**src/rtl/lsu_pkg.sv**
```systemverilog
// ----------------------------------------------------------------------------
// lsu_pkg
//   Shared encodings for the load/store unit: access-size codes, the
//   mem_wr_rd polarity, the FSM state type, the latched request control
//   word, and the address-offset helpers used for alignment handling.
// ----------------------------------------------------------------------------
package lsu_pkg;

    // req_size encoding
    localparam logic [1:0] SIZE_BYTE = 2'b00;
    localparam logic [1:0] SIZE_HALF = 2'b01;
    localparam logic [1:0] SIZE_WORD = 2'b10;
    localparam logic [1:0] SIZE_RSVD = 2'b11;

    // mem_wr_rd encoding
    localparam logic WR_RD_WRITE = 1'b0;
    localparam logic WR_RD_READ  = 1'b1;

    typedef enum logic [1:0] {
        ST_IDLE = 2'b00,
        ST_ADDR = 2'b01,
        ST_DATA = 2'b10,
        ST_RESP = 2'b11
    } lsu_state_e;

    // Control fields captured when a request is accepted.
    typedef struct packed {
        logic       we;
        logic [1:0] size;
        logic       sgn;
        logic       err;
    } lsu_ctrl_t;

    // True when the byte offset is not a multiple of the access size.
    function automatic logic misaligned(input logic [1:0] size, input logic [1:0] off);
        return ((size == SIZE_HALF) && off[0]) ||
               ((size == SIZE_WORD) && (off != 2'b00));
    endfunction

    // Clears the offset bits below the access size.
    function automatic logic [1:0] align_off(input logic [1:0] size, input logic [1:0] off);
        case (size)
            SIZE_HALF: return {off[1], 1'b0};
            SIZE_WORD: return 2'b00;
            default:   return off;
        endcase
    endfunction

endpackage

```
**src/rtl/load_store_align.sv**
```systemverilog
// ----------------------------------------------------------------------------
// load_store_align
//   Purely combinational lane logic for the load/store unit.
//   Ports:
//     size, sgn, offset  - access size, sign-extend flag, byte offset in word
//     rdata              - word read from memory
//     wdata              - store data, right-aligned
//     load_data          - selected lane, zero/sign-extended to DATA_WIDTH
//     store_data         - rdata with the addressed lanes replaced by wdata
//   Offsets are expected to be already aligned to the access size; a word
//   access therefore always arrives with offset 0.
// ----------------------------------------------------------------------------
module load_store_align
    import lsu_pkg::*;
#(
    parameter int DATA_WIDTH = 32
) (
    input  logic [1:0]            size,
    input  logic                  sgn,
    input  logic [1:0]            offset,
    input  logic [DATA_WIDTH-1:0] rdata,
    input  logic [DATA_WIDTH-1:0] wdata,
    output logic [DATA_WIDTH-1:0] load_data,
    output logic [DATA_WIDTH-1:0] store_data
);

    logic [4:0]            byte_sh;
    logic [4:0]            half_sh;
    logic [7:0]            byte_v;
    logic [15:0]           half_v;
    logic [DATA_WIDTH-1:0] lane_mask;

    assign byte_sh = {offset, 3'b000};
    assign half_sh = {offset[1], 4'b0000};
    assign byte_v  = rdata[byte_sh +: 8];
    assign half_v  = rdata[half_sh +: 16];

    always_comb begin
        load_data = rdata;
        lane_mask = '1;
        case (size)
            SIZE_BYTE: begin
                load_data = {{(DATA_WIDTH-8){sgn & byte_v[7]}}, byte_v};
                lane_mask = {{(DATA_WIDTH-8){1'b0}}, 8'hFF} << byte_sh;
            end
            SIZE_HALF: begin
                load_data = {{(DATA_WIDTH-16){sgn & half_v[15]}}, half_v};
                lane_mask = {{(DATA_WIDTH-16){1'b0}}, 16'hFFFF} << half_sh;
            end
            default: ;
        endcase
    end

    // Word accesses have offset 0 and an all-ones mask, so wdata passes
    // straight through the same merge.
    assign store_data = (rdata & ~lane_mask) | ((wdata << byte_sh) & lane_mask);

endmodule

```
**src/rtl/load_store_unit.sv**
```systemverilog
// ----------------------------------------------------------------------------
// load_store_unit
//   Byte/half/word load-store front end for a word-addressed synchronous
//   memory. Each request walks IDLE -> ADDR -> DATA -> RESP; stores are done
//   as read-modify-write in DATA. Rejected requests go IDLE -> RESP directly
//   and never touch memory.
//   Ports:
//     clk, rst                 - clock, asynchronous active-high reset
//     req_*                    - request handshake (accepted only in IDLE)
//     resp_valid/rdata/err     - one-cycle completion, held load result, reject
//     mem_addr/wr_rd/data_in   - memory word index, 0=write 1=read, write data
//     mem_data_out             - memory read data (one cycle after address)
//   Configuration:
//     LSU_ALIGN_CHECK_EN defined   - misaligned half/word requests are rejected
//     LSU_ALIGN_CHECK_EN undefined - offset bits below the size are cleared
// ----------------------------------------------------------------------------
module load_store_unit
    import lsu_pkg::*;
#(
    parameter int DATA_WIDTH = 32,
    parameter int ADDR_WIDTH = 10
) (
    input  logic                  clk,
    input  logic                  rst,
    input  logic                  req_valid,
    output logic                  req_ready,
    input  logic                  req_we,
    input  logic [1:0]            req_size,
    input  logic                  req_signed,
    input  logic [ADDR_WIDTH+1:0] req_addr,
    input  logic [DATA_WIDTH-1:0] req_wdata,
    output logic                  resp_valid,
    output logic [DATA_WIDTH-1:0] resp_rdata,
    output logic                  resp_err,
    output logic [ADDR_WIDTH-1:0] mem_addr,
    output logic                  mem_wr_rd,
    output logic [DATA_WIDTH-1:0] mem_data_in,
    input  logic [DATA_WIDTH-1:0] mem_data_out
);

    lsu_state_e            state_q, state_d;
    lsu_ctrl_t             ctrl_q;
    logic [ADDR_WIDTH+1:0] addr_q;
    logic [DATA_WIDTH-1:0] wdata_q;
    logic [DATA_WIDTH-1:0] rdata_q;

    logic                  req_err;
    logic [ADDR_WIDTH+1:0] req_addr_eff;
    logic                  accept;
    logic [DATA_WIDTH-1:0] load_data;
    logic [DATA_WIDTH-1:0] store_data;

    assign accept = (state_q == ST_IDLE) && req_valid;

    // Request screening and effective address.
    always_comb begin
        req_addr_eff = req_addr;
        req_err      = (req_size == SIZE_RSVD);
`ifdef LSU_ALIGN_CHECK_EN
        req_err      = req_err | misaligned(req_size, req_addr[1:0]);
`else
        req_addr_eff[1:0] = align_off(req_size, req_addr[1:0]);
`endif
    end

    load_store_align #(
        .DATA_WIDTH (DATA_WIDTH)
    ) u_align (
        .size       (ctrl_q.size),
        .sgn        (ctrl_q.sgn),
        .offset     (addr_q[1:0]),
        .rdata      (mem_data_out),
        .wdata      (wdata_q),
        .load_data  (load_data),
        .store_data (store_data)
    );

    // ---------------- FSM: state register ----------------
    always_ff @(posedge clk or posedge rst) begin
        if (rst) state_q <= ST_IDLE;
        else     state_q <= state_d;
    end

    // ---------------- FSM: next state ----------------
    always_comb begin
        state_d = state_q;
        case (state_q)
            ST_IDLE: if (req_valid) state_d = req_err ? ST_RESP : ST_ADDR;
            ST_ADDR: state_d = ST_DATA;
            ST_DATA: state_d = ST_RESP;
            ST_RESP: state_d = ST_IDLE;
            default: state_d = ST_IDLE;
        endcase
    end

    // ---------------- FSM: outputs ----------------
    always_comb begin
        req_ready   = (state_q == ST_IDLE);
        resp_valid  = (state_q == ST_RESP);
        resp_err    = (state_q == ST_RESP) && ctrl_q.err;
        mem_addr    = addr_q[ADDR_WIDTH+1:2];
        mem_wr_rd   = WR_RD_READ;
        mem_data_in = '0;
        if ((state_q == ST_DATA) && ctrl_q.we) begin
            mem_wr_rd   = WR_RD_WRITE;
            mem_data_in = store_data;
        end
    end

    // Request capture. Rejected requests keep the previous address/data so
    // the memory-side outputs do not move for them.
    always_ff @(posedge clk or posedge rst) begin
        if (rst) begin
            ctrl_q  <= '0;
            addr_q  <= '0;
            wdata_q <= '0;
        end else if (accept) begin
            ctrl_q <= '{we: req_we, size: req_size, sgn: req_signed, err: req_err};
            if (!req_err) begin
                addr_q  <= req_addr_eff;
                wdata_q <= req_wdata;
            end
        end
    end

    // Load result register; only a completing load updates it.
    always_ff @(posedge clk or posedge rst) begin
        if (rst)                                      rdata_q <= '0;
        else if ((state_q == ST_DATA) && !ctrl_q.we)  rdata_q <= load_data;
    end

    assign resp_rdata = rdata_q;

endmodule

```
**config.mk**
```make
export PLATFORM = sky130hd
export DESIGN_NAME = load_store_unit
export DESIGN_NICKNAME = d
export VERILOG_FILES = /design/src/rtl/lsu_pkg.sv /design/src/rtl/load_store_align.sv /design/src/rtl/load_store_unit.sv
export SDC_FILE = /design/constraint.sdc
export NUM_CORES = 1
export LEC_CHECK = 0
export BUFFER_PORTS_ARGS = -buffer_cell sky130_fd_sc_hd__buf_2
export CELL_PAD_IN_SITES_DETAIL_PLACEMENT = 1
export CELL_PAD_IN_SITES_GLOBAL_PLACEMENT = 1
export CORE_ASPECT_RATIO = 1.2
export CORE_MARGIN = 2
export CORE_UTILIZATION = 36
export DETAILED_ROUTE_END_ITERATION = 6
export PLACE_DENSITY = 0.75
export SKIP_CTS_REPAIR_TIMING = 1
export SYNTH_ARGS = -nofsm -noshare
export SYNTH_HDL_FRONTEND = slang
export SYNTH_HIERARCHICAL = 1
export SYNTH_SLANG_ARGS = --single-unit
```
**constraint.sdc**
```tcl
create_clock -name clk -period 2.8 [get_ports clk]
set_input_delay 0.56 -clock clk [delete_from_list [all_inputs] [get_ports clk]]
set_output_delay 0.56 -clock clk [all_outputs]
set_load 0.05 [all_outputs]
```
==> results.md, run 1 <==
- The overflow left after global routing is 0.
- The non-filler instance count after layout is 795.
- The die width is 114 um.
- Of the total power, the clock network draws 0.128.
- Of all nets on the critical path, the largest fanout is 14.
- The HPWL after detailed placement is 13500 um.
- For the pin with the worst max-slew slack, the measured transition is 1.02 ns.
- The count of nets left with antenna violations once routing finished came out at 0.
- The core region is 14300 um^2.
- Of the total power, the share spent switching nets is 0.486.
- STA classifies the critical path endpoint as a primary output.
- Based on the critical path, the design can be clocked at up to 361 MHz.
- Of the total synthesized cell area, the portion taken by full adders, half adders and majority gates is 0.0143.
- The later pin in the worst-skew pair is clocked with a latency of 0.35 ns.
- The number of clock sinks seen by CTS is 83.
- The largest net degree at the start of global routing is 45.
- The number of iterations in the first detailed-routing pass is 4.
- Of all flip-flops after synthesis, the portion carrying an async set or reset was 1.00.
- The post-route clock skew is 0.00805 ns.
- The routed design could run at a clock period as short as 2.77 ns.
- The internal power of the cells totals 4.80 mW.
- The number of DRC violations after detailed routing is 0.
- After synthesis the netlist holds a flip-flop and latch count of 83.
- The average instance area after synthesis is 11.2 um^2.
- Summed over all cells, the static leakage comes to 3.27 nW.
- The total number of yosys warnings is 6.
- The tightest min-delay check is of the primary input to async pin type.
- The number of pins with negative max-slew slack in the final report is 0.
- CTS placed an instance of clkbuf_16 at the clock tree root.
- In this run the cell area of the synthesized design comes to 5250 um^2.
- The analysis attributes to net switching a power of 4.54 mW.
- In the finished design, the share of the clock period the worst path needs comes to 0.989.
- Setup repair after global routing could not meet its margin everywhere.
- The number of global-route vias before repair was 4672.
- VDD sags by at most 0.000510 V.
- The number of I/O port buffers is 160.
- The synthesized design contains 0 enable-type register cells.
- The last weighted congestion value of the routability-driven placer is 0.837.
- The number of different library cells used by synthesis comes to 42.
- The number of antenna repair diodes is 0.
- The number of hold violations in the final report is 0.
- Across every metal layer, demand over resource in global routing totals 0.231.
- The initial utilization of the core area, before any placement, comes to 0.367.
- Of the synthesized area, sequential elements account for 0.396.
- The number of clock buffers added by TritonCTS is 9.
- The count of boundary I/O pins is 161.
- The detailed-route wire length is 17900 um.
- The simple-gate share of the synthesized area is 0.124.
- The per-cell via count in the routed design is 5.51.
- The die is 136 um tall.
- The number of placement rows is 48.
- In this run the deepest clock path goes through 2 buffers.
- The combinational share of power is 0.621.
- The portion of synthesized area spent on multiplexers is 0.287.
- The total nets after synthesis is 558.
- The fraction of synthesized cell area in xor and xnor cells is 0.
- The main combinational cell family by area after synthesis is multiplexers.
- Synthesis produced 469 cells.
- Setup violations remaining at the end of the flow were counted as 0.
- The worst setup path is launched from a register.
- The placement-stage worst setup slack is 0.269 ns.
- Data arrives at the worst endpoint at 2.21 ns.
- The type of the worst setup path is register to primary output.
- The H-tree was split into 3 levels.
- After clock tree synthesis, the clock-pin slew on the worst setup and hold paths is 0.06 ns.
- The areal power density over the cells is 1430 nW/um^2.
- For the worst setup path, the data required time is 2.24 ns.
- The fraction of layout cells with a size suffix above 1 is 0.502.
- The overall power is 9.34 mW.
- Including well taps, the total number of placed cells is 776.
- For this block, the via count after detailed routing is 4383.
- The number of antenna violations at the first check in global routing is 0.
- The synthesized-area fraction occupied by ao, oa, aoi and oai cells is 0.112.
- The number of nets at the end of the flow is 704.
- The wire length of the first global-routing pass is 26900 um.
- The final setup slack of the worst path is 0.0311 ns.
- From synthesis to final layout, the design area changed by 24.3%.
- The leading register cell type out of synthesis is dfrtp_1.
- Max-cap violations in this run came to 0.
- Measured against its own limit, the worst slew margin works out to 0.323.
- The CTS tree is yes.
- The die footprint is 15600 um^2.
- The share of total power in sequential cells is 0.252.
- The flow ran to the end, and the final reports show no timing, DRC or antenna violations.
- Dividing the detail-routed wire length by the instance count gives 22.5 um.
- The first routing iteration left 281 violations.
## power groups by stage
stage	Combinational, mW	Sequential [mW]	Clock, mW
floorplan	3.85	2.83	0
global placement	5.47	2.29	0
detailed placement	5.62	2.35	0
CTS	5.65	2.34	1.23
global route	6.14	2.42	1.27
finish	5.80	2.35	1.19
## sequential cells by signal (all words and copies together) (netlist names)
signal / count
resp_rdata: 32
ctrl_q: 5
state_q: 2
addr_q: 12
wdata_q: 32
## final cells by class
type                       count  area, um^2
multi-input combinational    334        2850
fill                        1620        7770
timing repair buffer         179        1050
inverter                       8        31.3
sequential                    83        2080
tap                          175         219
clock buffer                  14         254
clock inverter                 2        35.0
## metal layers
layer  GRT usage  routed length (um)  vias up
met5           0                   0        -
met3      0.0531                 971       44
met2       0.393                9210      162
met1       0.272                6960     2207
met4       0.116                 750        0
li1            -                   -     1970
## layout by cell type (no fill, tap or decap), types with 2 or more instances in the layout
master       n
a21o_1       7
a21oi_1     26
a221o_1      8
a22oi_1     15
and3_1      28
and3_2       4
buf_12       4
buf_2      149
buf_4       18
buf_6        3
clkbuf_1     4
clkbuf_16   10
clkbuf_4     4
clkinv_2     2
dfrtp_1     81
dfrtp_2      2
ha_1         6
inv_1        6
mux2_1       2
mux2_2      63
mux2_4      30
mux2i_1     12
mux4_2       9
nand2_1     49
nand2b_1     2
nor2_1      13
nor2b_1     18
nor2b_2      2
nor3_1       2
o21ai_0     15
o2bb2ai_1    8
## worst max-delay path: stages (launching register included)
cell	delay, ns
dfrtp_1	0.43
buf_6	0.17
nor2_1	0.13
nor2_1	0.09
nor2_4	0.26
mux2_2	0.40
and3_1	0.19
buf_4	0.19
## logic make-up after synthesis
| logic type | after synthesis |
|---|---|
| adders and majority gates | 6 |
| AOI/OAI and AO/OA | 86 |
| muxes | 116 |
| DFF | 83 |
| and+or+nand+nor | 126 |
| buffers and inverters | 52 |
## cell usage after synthesis, types with 2 or more instances
library cell  number  share of area
inv_1              8         0.0057
nor2b_1           20          0.024
ha_1               6          0.014
o2bb2ai_1          8          0.013
mux2i_1           12          0.023
nor3_1             2         0.0019
and3_2             4         0.0057
nor2_1            14          0.010
buf_12             3          0.011
buf_4             12          0.017
mux4_2             9          0.039
mux2_2            63           0.14
a21o_1             7          0.010
a22oi_1           15          0.021
a221o_1            8          0.015
buf_6              7          0.015
nand2b_1           2         0.0024
nand2_1           49          0.035
mux2_4            30          0.086
mux2_1             2         0.0043
a21oi_1           26          0.025
buf_2              5         0.0048
and3_1            28          0.033
o21ai_0           15          0.014
clkbuf_1          15          0.011
dfrtp_1           83           0.40
## final timing paths
| path | startpoint | to | slack, ns | depth (start not counted) |
|---|---|---|---|---|
| min | rst | resp_rdata[17]$_DFFE_PP0P_ | 0.25 | 2 |
| max | ctrl_q[2]$_DFFE_PP0P_ | mem_data_in[31] | 0.03 | 7 |
| max reg2reg | addr_q[1]$_DFFE_PP0P_ | resp_rdata[17]$_DFFE_PP0P_ | 0.48 | 5 |
| min in group clk | req_addr[4] | addr_q[4]$_DFFE_PP0P_ | 0.43 | 2 |
| max in group asynchronous | rst | wdata_q[4]$_DFFE_PP0P_ | 1.92 | 3 |
| min reg2reg | addr_q[4]$_DFFE_PP0P_ | addr_q[4]$_DFFE_PP0P_ | 0.50 | 1 |
## through the flow
stage                     instance area [um^2]  hold slack [ns]  setup TNS, ns   util
final                                     6520            0.248              0  0.456
after global routing                      6520            0.290         -0.473  0.456
after CTS                                 6410            0.266          -1.39  0.449
after detailed placement                  6120            0.489              0  0.428
after global placement                    6120            0.470              0  0.428
after floorplan                           5250            0.465              0      -
No activity file was read; power rests on OpenSTA's default activity.
==> run 2, diff against run 1 <==
- CELL_PAD_IN_SITES_GLOBAL_PLACEMENT: 1 -> 2
- CORE_UTILIZATION: 36 -> 29
- PLACE_DENSITY: 0.75 -> 0.74
==> results.md, run 2 (synthesized netlist as in run 1, its figures left out) <==
- The number of antenna repair diodes is 0 (unchanged).
- The cell with the largest stage delay on the worst path is mux4_2 (was dfrtp_1).
- The antenna violation net count after detailed routing is 0 (unchanged).
- The internal power is 5.01 mW (was 4.80 mW).
- The area of the core is 17600 um^2 (was 14300 um^2).
- The leakage power figure was 3.33 nW (was 3.27 nW).
- The final critical path time including I/O delays and setup is 2.78 ns (was 2.77 ns).
- The buffer cell driving the clock tree root is clkbuf_16 (unchanged).
- The combinational share of power is 0.613 (was 0.621).
- The overall power is 9.44 mW (was 9.34 mW).
- The count of boundary I/O pins was 161 (unchanged).
- The wire length of the first global-routing pass is 25600 um (was 26900 um).
- The die footprint was 19200 um^2 (was 15600 um^2).
- The type of the worst setup path is register to primary output (unchanged).
- Result of the run: finished, final reports clean (unchanged).
- The worst-case hold slack is 0.312 ns (was 0.248 ns).
- The number of global-route vias before repair was 4476 (was 4672).
- The final cell utilization of the core was 0.379 (was 0.456).
- The number of antenna violations at the first check in global routing was 0 (unchanged).
- The H-tree depth was 3 (unchanged).
- The number of DRC markers after the initial detailed-route iteration was 158 (was 281).
- The number of iterations in the first detailed-routing pass is 4 (unchanged).
- The last weighted congestion value of the routability-driven placer is 0.805 (was 0.837).
- The effective utilization at floorplan is 0.297 (was 0.367).
- The number of hold violations in the final report came to 0 (unchanged).
- The endpoint kind of the worst setup timing path is a primary output (unchanged).
- The areal power density over the cells is 1410 nW/um^2 (was 1430 nW/um^2).
- The number of pins with negative max-slew slack in the final report came to 0 (unchanged).
- The buffer depth of the longest clock path came to 2 (unchanged).
- The largest net degree at the start of global routing is 84 (was 45).
- The clock latency at the later pin of the worst-skew pair is 0.35 ns (about the same).
- The maximum clock frequency is 360 MHz (was 361 MHz).
- The detailed-route via count was 4259 (was 4383).
- The net switching power is 4.43 mW (was 4.54 mW).
- The number of I/O port buffers is 160 (unchanged).
- The largest stage delay on the critical path is 0.53 ns (was 0.43 ns).
- The number of violations of the max-capacitance limit is 0 (unchanged).
- List of cells traversed by the critical path: buf_12 -> mux4_2 -> mux2_2 -> and3_1 -> buf_2 (was buf_6 -> nor2_1 -> nor2_1 -> nor2_4 -> mux2_2 -> and3_1 -> buf_4).
- The share of total power in sequential cells is 0.247 (was 0.252).
- The post-detailed-route wirelength per cell was 20.1 um (was 22.5 um).
- The element type at the critical path start is a register (unchanged).
- Most frequent cells in the layout: buf_2, dfrtp_1, mux2_2 (unchanged).
- The number of clock sinks seen by CTS is 83 (unchanged).
- The clock buffer count from CTS was 9 (unchanged).
- The overflow left after global routing was 0 (unchanged).
- The clock network power share is 0.140 (was 0.128).
- The fraction of layout cells with a size suffix above 1 is 0.514 (was 0.502).
- The register clock-pin slew on the reported worst setup and hold paths was 0.07 ns (was 0.06 ns).
- The arrival time at the worst endpoint is 2.22 ns (was 2.21 ns).
- The number of nets at the end of the flow is 711 (was 704).
- The type of the worst min-delay path is primary input to async pin (unchanged).
- The highest fanout seen on the critical path is 16 (was 14).
- The detailed-route wire length came to 17000 um (was 17900 um).
- The die width is 127 um (was 114 um).
- The maximum vdd drop was 0.000424 V (was 0.000510 V).
- The switching share of total power is 0.469 (was 0.486).
- The final setup violation count was 0 (unchanged).
- The CTS tree is yes (unchanged).
- The transition time at the pin with the least slew margin is 0.971 ns (was 1.02 ns).
- The commonest non-fill, non-tap cell in the layout is buf_2 (unchanged).
- Setup repair after global routing missed its margin: true (unchanged).
- The data required time at the worst endpoint is 2.24 ns (about the same).
- The growth of design area from synthesis to finish is 27.5% (was 24.3%).
- The final cycle utilization of the critical path is 0.993 (was 0.989).
- The overall die height was 151 um (was 136 um).
- The HPWL after detailed placement was 12700 um (was 13500 um).
- The number of fill cells in the layout is 1981 (was 1620).
- The max-slew headroom at the worst pin is 0.352 (was 0.323).
- The per-cell via count in the routed design is 5.03 (was 5.51).
- The overall track demand over capacity in global routing was 0.176 (was 0.231).
- The post-route clock skew came to 0.00897 ns (was 0.00805 ns).
- The number of placement rows is 53 (was 48).
- The number of DRC violations after detailed routing is 0 (unchanged).
run 2: critical path: cells and delay by family (launching register included):
kind / cells / cell delay, ns
buffers and inverters: 2 / 0.42
DFF: 1 / 0.44
muxes: 2 / 0.81
and+or+nand+nor: 1 / 0.21
run 2: metal layers:
layer	routed length, um	track usage	vias up
met1	7650	0.232	2141
met3	760	0.0389	15
li1	-	-	1986
met4	279	0.0571	0
met2	8350	0.289	117
met5	0	0	-
run 2: through the flow:
step | cell area, um^2 | worst slack, ns | std cells | TNS (ns)
global placement | 6160 | 0.256 | 820 | 0
finish | 6690 | 0.0194 | 847 | 0
detailed placement | 6160 | 0.227 | 820 | 0
global route | 6690 | -0.0435 | 847 | -0.0992
CTS | 6490 | -0.169 | 836 | -1.86
floorplan | 5250 | 0.103 | 469 | 0
run 2: layout make-up:
class	instances	area (um^2)	share of cell area
Inverter	8	31.3	0.00468
Clock buffer	11	253	0.0378
Timing Repair Buffer	186	1120	0.167
Clock inverter	5	75.1	0.0112
Sequential cell	83	2080	0.311
Tap cell	220	275	0.0412
Multi-Input combinational cell	334	2860	0.427
run 2: path summary, 6_finish.rpt:
path,start,to,slack [ns],cells after the start
setup / recovery,addr_q[0]$_DFFE_PP0P_,mem_data_in[29],0.02,5
hold / removal,rst,resp_rdata[26]$_DFFE_PP0P_,0.31,3
setup reg to reg,addr_q[1]$_DFFE_PP0P_,resp_rdata[16]$_DFFE_PP0P_,0.65,5
hold reg to reg,addr_q[9]$_DFFE_PP0P_,addr_q[9]$_DFFE_PP0P_,0.50,1
max in group asynchronous,rst,addr_q[0]$_DFFE_PP0P_,2.12,3
min in group clk,req_addr[4],addr_q[4]$_DFFE_PP0P_,0.42,2
run 2: power groups by stage:
stage | registers [mW] | clock network (mW) | logic [mW]
detailed placement | 2.35 | 0 | 5.52
global placement | 2.30 | 0 | 5.42
finish | 2.33 | 1.32 | 5.79
floorplan | 2.83 | 0 | 3.85
CTS | 2.33 | 1.36 | 5.53
global route | 2.43 | 1.42 | 6.17
==> run 3, diff against run 2 <==
==> constraint.sdc (replaced) <==
create_clock -name clk -period 2.8 [get_ports clk]
set_input_delay 0.28 -clock clk [delete_from_list [all_inputs] [get_ports clk]]
set_output_delay 0.28 -clock clk [all_outputs]
set_load 0.05 [all_outputs]
==> results.md, run 3 (synthesized netlist as in run 1, its figures left out) <==
- The CTS tree is yes (unchanged).
- The highest fanout seen on the critical path is 36 (was 16).
- The launch point of the worst reg-to-reg path is addr_q[1]$_DFFE_PP0P_ (unchanged).
- The launch point of the worst path is addr_q[0]$_DFFE_PP0P_ (unchanged).
- The overall die height is 151 um (unchanged).
- The maximum clock frequency was 383 MHz (was 360 MHz).
- The area of the core was 17600 um^2 (unchanged).
- The commonest non-fill, non-tap cell in the layout is buf_2 (unchanged).
- The last weighted congestion value of the routability-driven placer was 0.809 (was 0.805).
- The per-cell via count in the routed design is 5.07 (was 5.03).
- The count of boundary I/O pins is 161 (unchanged).
- The cell with the largest stage delay on the worst path is mux4_2 (unchanged).
- The detailed-route wire length is 16700 um (was 17000 um).
- The fraction of layout cells with a size suffix above 1 is 0.486 (was 0.514).
- The type of the worst setup path is register to primary output (unchanged).
- The arrival time at the worst endpoint is 2.33 ns (was 2.22 ns).
- The buffer depth of the longest clock path is 2 (unchanged).
- The post-route standard cell area excluding fillers is 6410 um^2 (was 6690 um^2).
- The leakage power figure came to 3.21 nW (was 3.33 nW).
- The areal power density over the cells is 1400 nW/um^2 (was 1410 nW/um^2).
- The growth of design area from synthesis to finish came to 22.3% (was 27.5%).
- The number of I/O port buffers is 160 (unchanged).
- The number of global-route vias before repair is 4408 (was 4476).
- The post-detailed-route wirelength per cell is 20.0 um (was 20.1 um).
- List of cells traversed by the critical path: buf_12 -> mux4_2 -> mux2_2 -> and3_1 -> buf_2 (unchanged).
- The antenna violation net count after detailed routing came to 0 (unchanged).
- The H-tree depth was 3 (unchanged).
- The transition time at the pin with the least slew margin is 1.00 ns (was 0.971 ns).
- The number of iterations in the first detailed-routing pass is 4 (unchanged).
- The total placed instance area is 6120 um^2 (was 6160 um^2).
- The buffer cell driving the clock tree root is clkbuf_16 (unchanged).
- The maximum vdd drop was 0.000512 V (was 0.000424 V).
- The number of violations of the max-capacitance limit is 0 (unchanged).
- The HPWL after detailed placement is 12800 um (was 12700 um).
- The max-slew headroom at the worst pin is 0.326 (was 0.352).
- Setup repair after global routing missed its margin: false (was true).
- The final critical path time including I/O delays and setup is 2.61 ns (was 2.78 ns).
- The data required time at the worst endpoint is 2.52 ns (was 2.24 ns).
- The overall power is 8.96 mW (was 9.44 mW).
- The die width is 127 um (unchanged).
- The element type at the critical path start is a register (unchanged).
- The sum of buffers and inverters on the critical path came to 2 (unchanged).
- The effective utilization at floorplan was 0.297 (unchanged).
- The number of DRC markers after the initial detailed-route iteration was 220 (was 158).
- The flop-to-flop setup slack is 0.62 ns (was 0.65 ns).
- The number of hold violations in the final report is 0 (unchanged).
- Most frequent cells in the layout: buf_2, dfrtp_1, mux2_2 (unchanged).
- The final cycle utilization of the critical path is 0.932 (was 0.993).
- The wire length of the first global-routing pass was 25600 um (unchanged).
- The final setup violation count is 0 (unchanged).
- The critical path's top delay family is multiplexers (unchanged).
- The number of DRC violations after detailed routing was 0 (unchanged).
- The die footprint came to 19200 um^2 (unchanged).
- The endpoint kind of the worst setup timing path is a primary output (unchanged).
- The number of pins with negative max-slew slack in the final report is 0 (unchanged).
- The number of placement rows is 53 (unchanged).
- The largest net degree at the start of global routing was 84 (unchanged).
- The post-route clock skew was 0.00747 ns (was 0.00897 ns).
- The overflow left after global routing is 0 (unchanged).
- Result of the run: finished, final reports clean (unchanged).
- The detailed-route via count was 4221 (was 4259).
- The overall track demand over capacity in global routing is 0.176 (about the same).
- The number of antenna violations at the first check in global routing came to 1 (was 0).
- The number of nets at the end of the flow is 695 (was 711).
- The clock buffer count from CTS is 9 (unchanged).
- The clock latency at the later pin of the worst-skew pair is 0.35 ns (about the same).
- The number of clock sinks seen by CTS is 83 (unchanged).
- The number of fill cells in the layout is 2013 (was 1981).
- The register clock-pin slew on the reported worst setup and hold paths is 0.06 ns (was 0.07 ns).
- The final-layout setup total negative slack came to 0 ns (unchanged).
- The largest stage delay on the critical path is 0.55 ns (was 0.53 ns).
- The type of the worst min-delay path was primary input to async pin (unchanged).
==> run 3: cell types whose count changed in the layout (fill, tap and decap cells not counted), moves of 3 or more <==
cell      change
buf_4        -12
clkbuf_4     -10
buf_2        +12
clkbuf_1      +4
buf_6         -3
==> run 3: layout make-up <==
class	count	area, um^2	area share
multi-input cells	334	2830	0.441
flip-flops and latches	83	2080	0.324
repair buffers	170	913	0.142
well taps	220	275	0.0429
clock buffers	14	254	0.0396
clock inverters	2	35.0	0.00546
inverters	8	31.3	0.00488
diodes	1	2.50	0.000390
==> run 3: where the power goes <==
part | leakage (nW) | internal (mW) | total (mW) | switching (mW)
registers | 1.01 | 1.79 | 2.31 | 0.519
clock network | 0.141 | 0.716 | 1.20 | 0.484
logic | 2.07 | 2.14 | 5.46 | 3.32
total | 3.21 | 4.64 | 8.96 | 4.32
==> run 3: final timing paths <==
kind                       cells after the start                    endpoint
min in group clk                               2       addr_q[4]$_DFFE_PP0P_
max in group asynchronous                      3       addr_q[8]$_DFFE_PP0P_
setup reg to reg                               5  resp_rdata[23]$_DFFE_PP0P_
hold reg to reg                                1       addr_q[4]$_DFFE_PP0P_
hold / removal                                 3  resp_rdata[26]$_DFFE_PP0P_
setup / recovery                               5             mem_data_in[29]
==> run 3: through the flow <==
stage / utilization / std cells / hold WS [ns] / worst slack (ns)
floorplan: - / 469 / 0.412 / 0.383
global placement: 0.347 / 815 / 0.411 / 0.425
detailed placement: 0.347 / 815 / 0.422 / 0.400
CTS: 0.363 / 831 / 0.0452 / 0.00178
global route: 0.364 / 832 / 0.0553 / 0.0663
finish: 0.364 / 832 / 0.0112 / 0.190
==> run 3: per-layer routing <==
layer  part of all wire  global-route usage  up-vias
li1                   -                   -     1957
met1               0.45               0.227     2131
met2               0.48               0.290      113
met3              0.054              0.0424       20
met4              0.020              0.0582        0
met5                  0                   0        -
==> run 3: worst register-to-register path, cell delays in order (launching register included) <==
cell and delay (ns):
dfrtp_1 0.38, buf_4 0.26, mux4_2 0.60, a21boi_4 0.43, a21oi_1 0.10, mux2_4 0.29
